[src/rtl/hcpu_pkg.sv]
// Shared definitions for the hiddenCPU sequencer: FSM state encoding and
// default sizing of the program counter.
package hcpu_pkg;

    typedef enum logic {
        SEQ_FETCH = 1'b0,
        SEQ_EXEC  = 1'b1
    } seq_state_e;

    localparam int          PC_W_DEF     = 8;
    localparam int unsigned RESET_PC_DEF = 32'd0;

endpackage

[src/rtl/branch_resolve.sv]
// Combinational branch resolution for the sequencer: decides whether a
// branch is taken, computes the next program counter and gates the mov
// datapath so branch-class encodings never write a register.
module branch_resolve
    import hcpu_pkg::*;
#(
    parameter int PC_W = PC_W_DEF
) (
    input  logic            exec_i,
    input  logic            is_mov_op_i,
    input  logic            bcf_i,
    input  logic            bbf_i,
    input  logic            buc_i,
    input  logic            toggle_i,
    input  logic            carry_flag_i,
    input  logic            borrow_flag_i,
    input  logic [PC_W-1:0] pc_i,
    input  logic [7:0]      r3_i,
    output logic            taken_o,
    output logic            toggle_en_o,
    output logic [PC_W-1:0] pc_next_o,
    output logic            mov_en_o
);

    logic            sample_s;
    logic            strobe_any_s;
    logic [PC_W-1:0] offset_s;

    // Strobes only mean something while executing a mov/branch-class opcode.
    assign sample_s     = exec_i & is_mov_op_i;
    assign strobe_any_s = bcf_i | bbf_i | buc_i | toggle_i;
    assign offset_s     = PC_W'(r3_i);

    // Branch condition uses the flags registered before this execute cycle.
    assign taken_o     = sample_s & (buc_i | (bcf_i & carry_flag_i) | (bbf_i & borrow_flag_i));
    assign toggle_en_o = sample_s & toggle_i;
    assign mov_en_o    = sample_s & ~strobe_any_s;

    // Next PC: relative jump when taken (r3 = 0 spins), otherwise sequential.
    always_comb begin
        pc_next_o = pc_i;
        if (taken_o) begin
            pc_next_o = pc_i + offset_s;
        end else begin
            pc_next_o = pc_i + PC_W'(1);
        end
    end

endmodule

[src/rtl/branch_sequencer.sv]
// Fetch/execute sequencer for the hiddenCPU core. Owns the program counter,
// carry/borrow flags and output-pin select; resolves branches from the
// mov/branch unit strobes. Optional return-address register is enabled by
// defining BRANCH_SEQ_LINK_REG_EN.
module branch_sequencer
    import hcpu_pkg::*;
#(
    parameter int          PC_W     = PC_W_DEF,
    parameter int unsigned RESET_PC = RESET_PC_DEF
) (
    input  logic            clk,
    input  logic            rst,
    input  logic            instr_valid,
    output logic            instr_ready,
    input  logic            is_mov_op,
    input  logic            bcf,
    input  logic            bbf,
    input  logic            buc,
    input  logic            toggle_out,
    input  logic            alu_flag_we,
    input  logic            carry_in,
    input  logic            borrow_in,
    input  logic [7:0]      r3,
    output logic            mov_en,
`ifdef BRANCH_SEQ_LINK_REG_EN
    output logic [PC_W-1:0] link_pc,
`endif
    output logic [PC_W-1:0] pc,
    output logic            carry_flag,
    output logic            borrow_flag,
    output logic            out_sel,
    output logic            branch_taken
);

    seq_state_e      state_q;
    logic [PC_W-1:0] pc_q;
    logic            carry_q;
    logic            borrow_q;
    logic            out_sel_q;
    logic            branch_taken_q;

    logic            exec_s;
    logic            taken_s;
    logic            toggle_en_s;
    logic [PC_W-1:0] pc_d;

    assign exec_s = (state_q == SEQ_EXEC);

    branch_resolve #(
        .PC_W (PC_W)
    ) u_resolve (
        .exec_i        (exec_s),
        .is_mov_op_i   (is_mov_op),
        .bcf_i         (bcf),
        .bbf_i         (bbf),
        .buc_i         (buc),
        .toggle_i      (toggle_out),
        .carry_flag_i  (carry_q),
        .borrow_flag_i (borrow_q),
        .pc_i          (pc_q),
        .r3_i          (r3),
        .taken_o       (taken_s),
        .toggle_en_o   (toggle_en_s),
        .pc_next_o     (pc_d),
        .mov_en_o      (mov_en)
    );

`ifdef BRANCH_SEQ_LINK_REG_EN
    logic [PC_W-1:0] link_q;

    // Return address captured on every unconditional branch.
    always_ff @(posedge clk or posedge rst) begin
        if (rst) begin
            link_q <= '0;
        end else if (exec_s && is_mov_op && buc) begin
            link_q <= pc_q + PC_W'(1);
        end else begin
            link_q <= link_q;
        end
    end

    assign link_pc = link_q;
`endif

    // Two-state fetch/execute FSM with all architectural registers.
    always_ff @(posedge clk or posedge rst) begin
        if (rst) begin
            state_q        <= SEQ_FETCH;
            pc_q           <= PC_W'(RESET_PC);
            carry_q        <= 1'b0;
            borrow_q       <= 1'b0;
            out_sel_q      <= 1'b0;
            branch_taken_q <= 1'b0;
        end else begin
            case (state_q)
                SEQ_FETCH: begin
                    branch_taken_q <= 1'b0;
                    if (instr_valid) begin
                        state_q <= SEQ_EXEC;
                    end else begin
                        state_q <= SEQ_FETCH;
                    end
                end
                SEQ_EXEC: begin
                    state_q        <= SEQ_FETCH;
                    pc_q           <= pc_d;
                    branch_taken_q <= taken_s;
                    if (alu_flag_we) begin
                        carry_q  <= carry_in;
                        borrow_q <= borrow_in;
                    end else begin
                        carry_q  <= carry_q;
                        borrow_q <= borrow_q;
                    end
                    if (toggle_en_s) begin
                        out_sel_q <= ~out_sel_q;
                    end else begin
                        out_sel_q <= out_sel_q;
                    end
                end
                default: begin
                    state_q        <= SEQ_FETCH;
                    branch_taken_q <= 1'b0;
                end
            endcase
        end
    end

    assign instr_ready  = (state_q == SEQ_FETCH);
    assign pc           = pc_q;
    assign carry_flag   = carry_q;
    assign borrow_flag  = borrow_q;
    assign out_sel      = out_sel_q;
    assign branch_taken = branch_taken_q;

endmodule

[config.mk]
export PLATFORM = sky130hd
export DESIGN_NAME = branch_sequencer
export DESIGN_NICKNAME = d
export VERILOG_FILES = /design/src/rtl/hcpu_pkg.sv /design/src/rtl/branch_resolve.sv /design/src/rtl/branch_sequencer.sv
export SDC_FILE = /design/constraint.sdc
export NUM_CORES = 1
export LEC_CHECK = 0
export ABC_AREA = 1
export BUFFER_PORTS_ARGS = -buffer_cell sky130_fd_sc_hd__clkbuf_2
export CAP_MARGIN = 20
export CELL_PAD_IN_SITES_DETAIL_PLACEMENT = 0
export CELL_PAD_IN_SITES_GLOBAL_PLACEMENT = 1
export CORE_MARGIN = 2
export CORE_UTILIZATION = 34
export CTS_BUF_LIST = sky130_fd_sc_hd__clkbuf_16
export DETAILED_ROUTE_END_ITERATION = 8
export PLACE_DENSITY_LB_ADDON = 0.25
export RECOVER_POWER = 100
export SLEW_MARGIN = 20
export SYNTH_ARGS = -nofsm -noshare
export SYNTH_HDL_FRONTEND = slang
export SYNTH_SLANG_ARGS = --single-unit
[constraint.sdc]
create_clock -name clk -period 2.55 [get_ports clk]
set_input_delay 0.51 -clock clk [delete_from_list [all_inputs] [get_ports clk]]
set_output_delay 0.51 -clock clk [all_outputs]
set_load 0.02 [all_outputs]
==> results of run 1 <==
## placed cells by master (no fill, tap or decap)
master,synthesis,layout
nor2_1,11,11
a21oi_1,2,2
a31oi_1,1,1
clkbuf_1,0,15
or2_4,1,1
fa_1,1,1
nand3_1,7,8
or2_2,2,2
clkinv_2,0,1
o21ai_2,1,1
nor2_2,1,1
clkinv_1,1,1
and2_4,1,1
o21ai_0,1,2
nand2_2,1,1
dfrtp_1,13,13
nand3b_1,2,2
clkbuf_2,0,18
mux2_2,2,2
nand2_1,35,35
o21ai_1,2,1
xnor2_1,2,2
nand4_1,2,2
ha_1,7,7
xor2_1,1,1
clkbuf_16,0,3
a21oi_2,1,1
inv_1,21,21
## cell type report
class | count | area, µm²
fillers | 279 | 1340
multi-input cells | 85 | 488
flip-flops and latches | 13 | 325
repair buffers | 33 | 146
inverters | 22 | 82.6
clock buffers | 3 | 75.1
well taps | 30 | 37.5
clock inverters | 1 | 5.00
## critical path, cell delays in order, from the launching register on
cell	delay, ns
dfrtp_1	0.39
nand2_1	0.07
nand3_1	0.09
nand2_1	0.23
or2_2	0.17
ha_1	0.16
inv_1	0.05
fa_1	0.41
o21ai_2	0.19
nand2_1	0.09
nand2_1	0.07
nand2_1	0.05
nand3_1	0.06
nand2_1	0.05
## sequential cells by signal (all words and copies together) (netlist names)
name,flops
pc,8
exec_s,1
borrow_flag,1
carry_flag,1
branch_taken,1
out_sel,1
## path summary, 6_finish.rpt
check,from,endpoint,slack [ns],cells past startpoint
worst max-delay path,carry_flag,pc[6],0.36,13
worst min-delay path,rst,exec_s,0.28,2
worst max register to register,carry_flag,pc[6],0.36,13
worst min register to register,out_sel,out_sel,0.47,1
max in group asynchronous,rst,borrow_flag,1.92,2
min in group clk,instr_valid,exec_s,0.45,3
## power by group
| part | internal [mW] | total [mW] | switching (mW) |
|---|---|---|---|
| clock | 0.209 | 0.306 | 0.0968 |
| sequential | 0.281 | 0.338 | 0.0575 |
| combinational | 0.179 | 0.481 | 0.301 |
## routing by layer
| metal | up-vias | GRT usage | wire length (µm) |
|---|---|---|---|
| met3 | 5 | 0.0349 | 82 |
| met2 | 15 | 0.241 | 1030 |
| met5 | - | 0 | 0 |
| met4 | 0 | 0.0767 | 40 |
| li1 | 446 | - | - |
| met1 | 380 | 0.181 | 946 |
## metrics by stage
| stage | setup slack, ns | utilization | hold slack, ns | cell area (µm²) |
|---|---|---|---|---|
| after floorplan | 0.489 | - | 0.387 | 908 |
| after global placement | 0.193 | 0.442 | 0.457 | 1110 |
| after detailed placement | 0.129 | 0.442 | 0.462 | 1110 |
| after CTS | 0.304 | 0.474 | 0.300 | 1190 |
| after global routing | 0.148 | 0.464 | 0.339 | 1160 |
| final | 0.355 | 0.464 | 0.276 | 1160 |
## logic make-up (layout without fill, tap and decap cells)
family | count (synthesis) | count (layout) | share of synthesized area
simple gates | 64 | 64 | 0.317
buf+inv | 23 | 59 | 0.0992
flops | 13 | 13 | 0.358
fa+ha+maj | 8 | 8 | 0.118
compound gates | 8 | 8 | 0.0537
xor+xnor | 3 | 3 | 0.0289
mux | 2 | 2 | 0.0248
==> reports/results.ini, run 1 <==
[outcome]
status = completed

[pwr]
p_per_area_nw_per_um2 = 970
p_leak_nw = 0.668
ir_worst_vdd_uv = 465
report.power.total_mw = 1.12

[sta]
slew_headroom = 0.645
fin_setup_tns_ns = 0
fmaxAchievable_ghz = 0.456
finClkSkew_ns = 0.00262
setup_violations = 0
tightestPinTransition_ns = 0.532
rsz0062_at_grt = false
fin_crit_ns = 2.19
drv_slew = 0
finalHoldViolCount = 0
period_share = 0.861

[clocking]
cts_root_buf = clkbuf_16
cts_tree = built
numCtsBuffers = 3
cts_max_level = 1
cts_setup_buffers = 0
clk_path_buf_depth = 2
clk_pin_slew_ns = 0.05
cts.repair.resized = 0
clock_latency_ns = 0.25
cts.sinks = 13
cts_hold_buffers = 0

[drt]
drt-total-wl_um = 2100
wire_per_inst_um = 11.3
drtAntennaViolNets = 0
drt_iter0_drc = 19
drc_errors = 0
firstDrtPassIters = 4
vias = 846
viasPerCell = 4.52

[yosys]
seq_area_frac_synth = 0.358
netlist_top_cells_area = dfrtp_1, nand2_1, ha_1
yosysWarnings = 0
synth_commonest_cells = nand2_1, inv_1, dfrtp_1
synth_edf_count = 0
synthCells = 121
synth_seq_cells = 13
synth_top_cell_by_area = dfrtp_1
syn-cell-area_um2 = 908
ys.flop_type = dfrtp_1
async_flop_share = 1.00
synth_cell_type_count = 26
synth_top_area_frac = 0.358
yosysMostFrequentCell = nand2_1
synth.avg_cell_area_um2 = 7.51
syn_nets = 148

[floorplanning]
dieWidth_um = 55.7
die-area_um2 = 3100
start_util = 0.363
core_area_um2 = 2500
io-pin-count = 33
fp.dieH_um = 55.7
row_count = 18

[job]
maxCapViolCount = 0

[grt]
grt_overflow = 0
antenna_found_initial = 0
grt_use_total = 0.148
grt_pass1_wl_um = 3570
grt_pass1_vias = 838
grt_max_degree = 14

[final_layout]
diodes = 0
syn_to_final_growth_pct = 27.7
drive_gt1_frac = 0.204
nNetsFinal = 185
final_cells = 187

[critical_path]
worstSetupPathType = flop to flop
cp-end-kind = flop
crit_required_ns = 2.68
cp.arrival_ns = 2.33
critPathLaunchType = flop
cp_max_fo = 7

[placed_design]
dp_hpwl_um = 1610
place_congestion = 0.825
portBuffers = 32
dp.cells = 183

[min_path]
hold_path.class = input port to async pin

(Power assumes the default switching activity.)
==> run 2: changes to the inputs <==
--- a/config.mk
+++ b/config.mk
@@ -11,7 +11,7 @@
 export CELL_PAD_IN_SITES_DETAIL_PLACEMENT = 0
 export CELL_PAD_IN_SITES_GLOBAL_PLACEMENT = 1
 export CORE_MARGIN = 2
-export CORE_UTILIZATION = 34
+export CORE_UTILIZATION = 36
 export CTS_BUF_LIST = sky130_fd_sc_hd__clkbuf_16
 export DETAILED_ROUTE_END_ITERATION = 8
 export PLACE_DENSITY_LB_ADDON = 0.25
==> constraint.sdc (replaced) <==
create_clock -name clk -period 2.85 [get_ports clk]
set_input_delay 0.57 -clock clk [delete_from_list [all_inputs] [get_ports clk]]
set_output_delay 0.57 -clock clk [all_outputs]
set_load 0.02 [all_outputs]
==> reports/results.ini, run 2 (same netlist as run 1, synthesis figures left out) <==
[outcome]
status = completed

[clocking]
cts_max_level = 1
cts_setup_buffers = 0
numCtsBuffers = 3
cts.repair.resized = 0
clk_pin_slew_ns = 0.05
cts.sinks = 13
clk_path_buf_depth = 2
cts_root_buf = clkbuf_16
cts_tree = built
clock_latency_ns = 0.24
cts_hold_buffers = 0

[sta]
fin_crit_ns = 2.34
setup_violations = 0
fin_setup_tns_ns = 0
fmaxAchievable_ghz = 0.427
tightestPinTransition_ns = 0.536
slew_headroom = 0.642
period_share = 0.822
rsz0062_at_grt = false
setup_ws_ns = 0.508
finClkSkew_ns = 0.00292
drv_slew = 0
finalHoldViolCount = 0

[floorplanning]
row_count = 18
die-area_um2 = 2940
fp.dieH_um = 54.2
start_util = 0.373
io-pin-count = 33
dieWidth_um = 54.2
core_area_um2 = 2430

[grt]
antenna_found_initial = 0
grt_overflow = 0
grt_use_total = 0.152
grt_pass1_vias = 761
grt_pass1_wl_um = 3170
grt_max_degree = 14

[critical_path]
cp-end-kind = flop
endpoint = pc[6]
critPathLaunchType = input port
worstSetupPathType = input port to flop
rr_worst_depth = 13
cp.arrival_ns = 2.47
r2r_end = pc[6]
rr_startpoint = carry_flag
crit_required_ns = 2.98
startpoint = buc
cp_max_fo = 7
r2r_setup_slack_ns = 0.54

[pwr]
ir_worst_vdd_uv = 419
p_per_area_nw_per_um2 = 848
p_leak_nw = 0.662
report.power.total_mw = 0.976

[final_layout]
nNetsFinal = 185
layout_commonest_cell = nand2_1
diodes = 0
syn_to_final_growth_pct = 26.7
mostFrequentLayoutCells = nand2_1, inv_1, clkbuf_2
largest_reg_flops = 8
finish.utilization = 0.473
drive_gt1_frac = 0.178

[min_path]
hold_path.class = input port to async pin

[placed_design]
dp_slack_ns = 0.403
dp_hpwl_um = 1510
portBuffers = 32
place_congestion = 0.770

[drt]
drc_errors = 0
vias = 838
drtAntennaViolNets = 0
wire_per_inst_um = 9.87
drt-total-wl_um = 1850
drt_iter0_drc = 10
firstDrtPassIters = 4
viasPerCell = 4.48

[job]
maxCapViolCount = 0

[run 2: cell types whose count changed in the layout (fill, tap and decap cells not counted), sizes merged]
cell | previous run | this run
inv | 21 | 22
clkinv | 2 | 1
[run 2: where the power goes]
group          leakage (nW)  internal, mW  total [mW]  switching (mW)
logic                 0.459         0.154       0.411           0.258
registers             0.160         0.251       0.303          0.0516
clock network        0.0423         0.185       0.262          0.0771
total                 0.662         0.590       0.976           0.386
[run 2: metal layers]
layer  global-route usage  wire length (µm)  vias to the layer above  part of all wire
met2                0.251               849                       21              0.46
met5                    0                 0                        -                 0
met4               0.0375                15                        0            0.0081
met3               0.0492               106                        4             0.057
li1                     -                 -                      447                 -
met1                0.190               873                      366              0.47
[run 2: how the worst min path moves through the flow]
stage	slack (ns)	cells after the start	startpoint	to
6_report	0.34	2	rst	exec_s
5_1_grt	0.42	2	rst	exec_s
3_5_place_dp	0.46	1	out_sel	out_sel
3_3_place_gp	0.46	1	out_sel	out_sel
4_1_cts	0.36	2	rst	exec_s
2_1_floorplan	0.45	1	rst	borrow_flag
[run 2: area by class of cell]
type	instances	area, µm²
fill	275	1280
multi-input combinational	85	482
sequential	13	325
timing repair buffer	33	145
inverter	22	82.6
clock buffer	3	75.1
tap	30	37.5
clock inverter	1	3.75
[run 2: worst max-delay path, cell delays in order]
cell and delay, ns:
clkbuf_2 0.08, inv_1 0.06, nand3_1 0.09, nand2_1 0.23, or2_2 0.16, ha_1 0.16, inv_1 0.06, fa_1 0.38
o21ai_0 0.32, nand2_1 0.12, nand2_1 0.08, nand2_1 0.04, nand3_1 0.06, nand2_1 0.06
[run 2: per-stage QoR]
stage | std cells | cell area (µm²) | hold WS (ns)
global placement | 183 | 1110 | 0.461
floorplan | 121 | 908 | 0.447
detailed placement | 183 | 1110 | 0.464
finish | 187 | 1150 | 0.344
CTS | 187 | 1180 | 0.364
global route | 187 | 1150 | 0.421
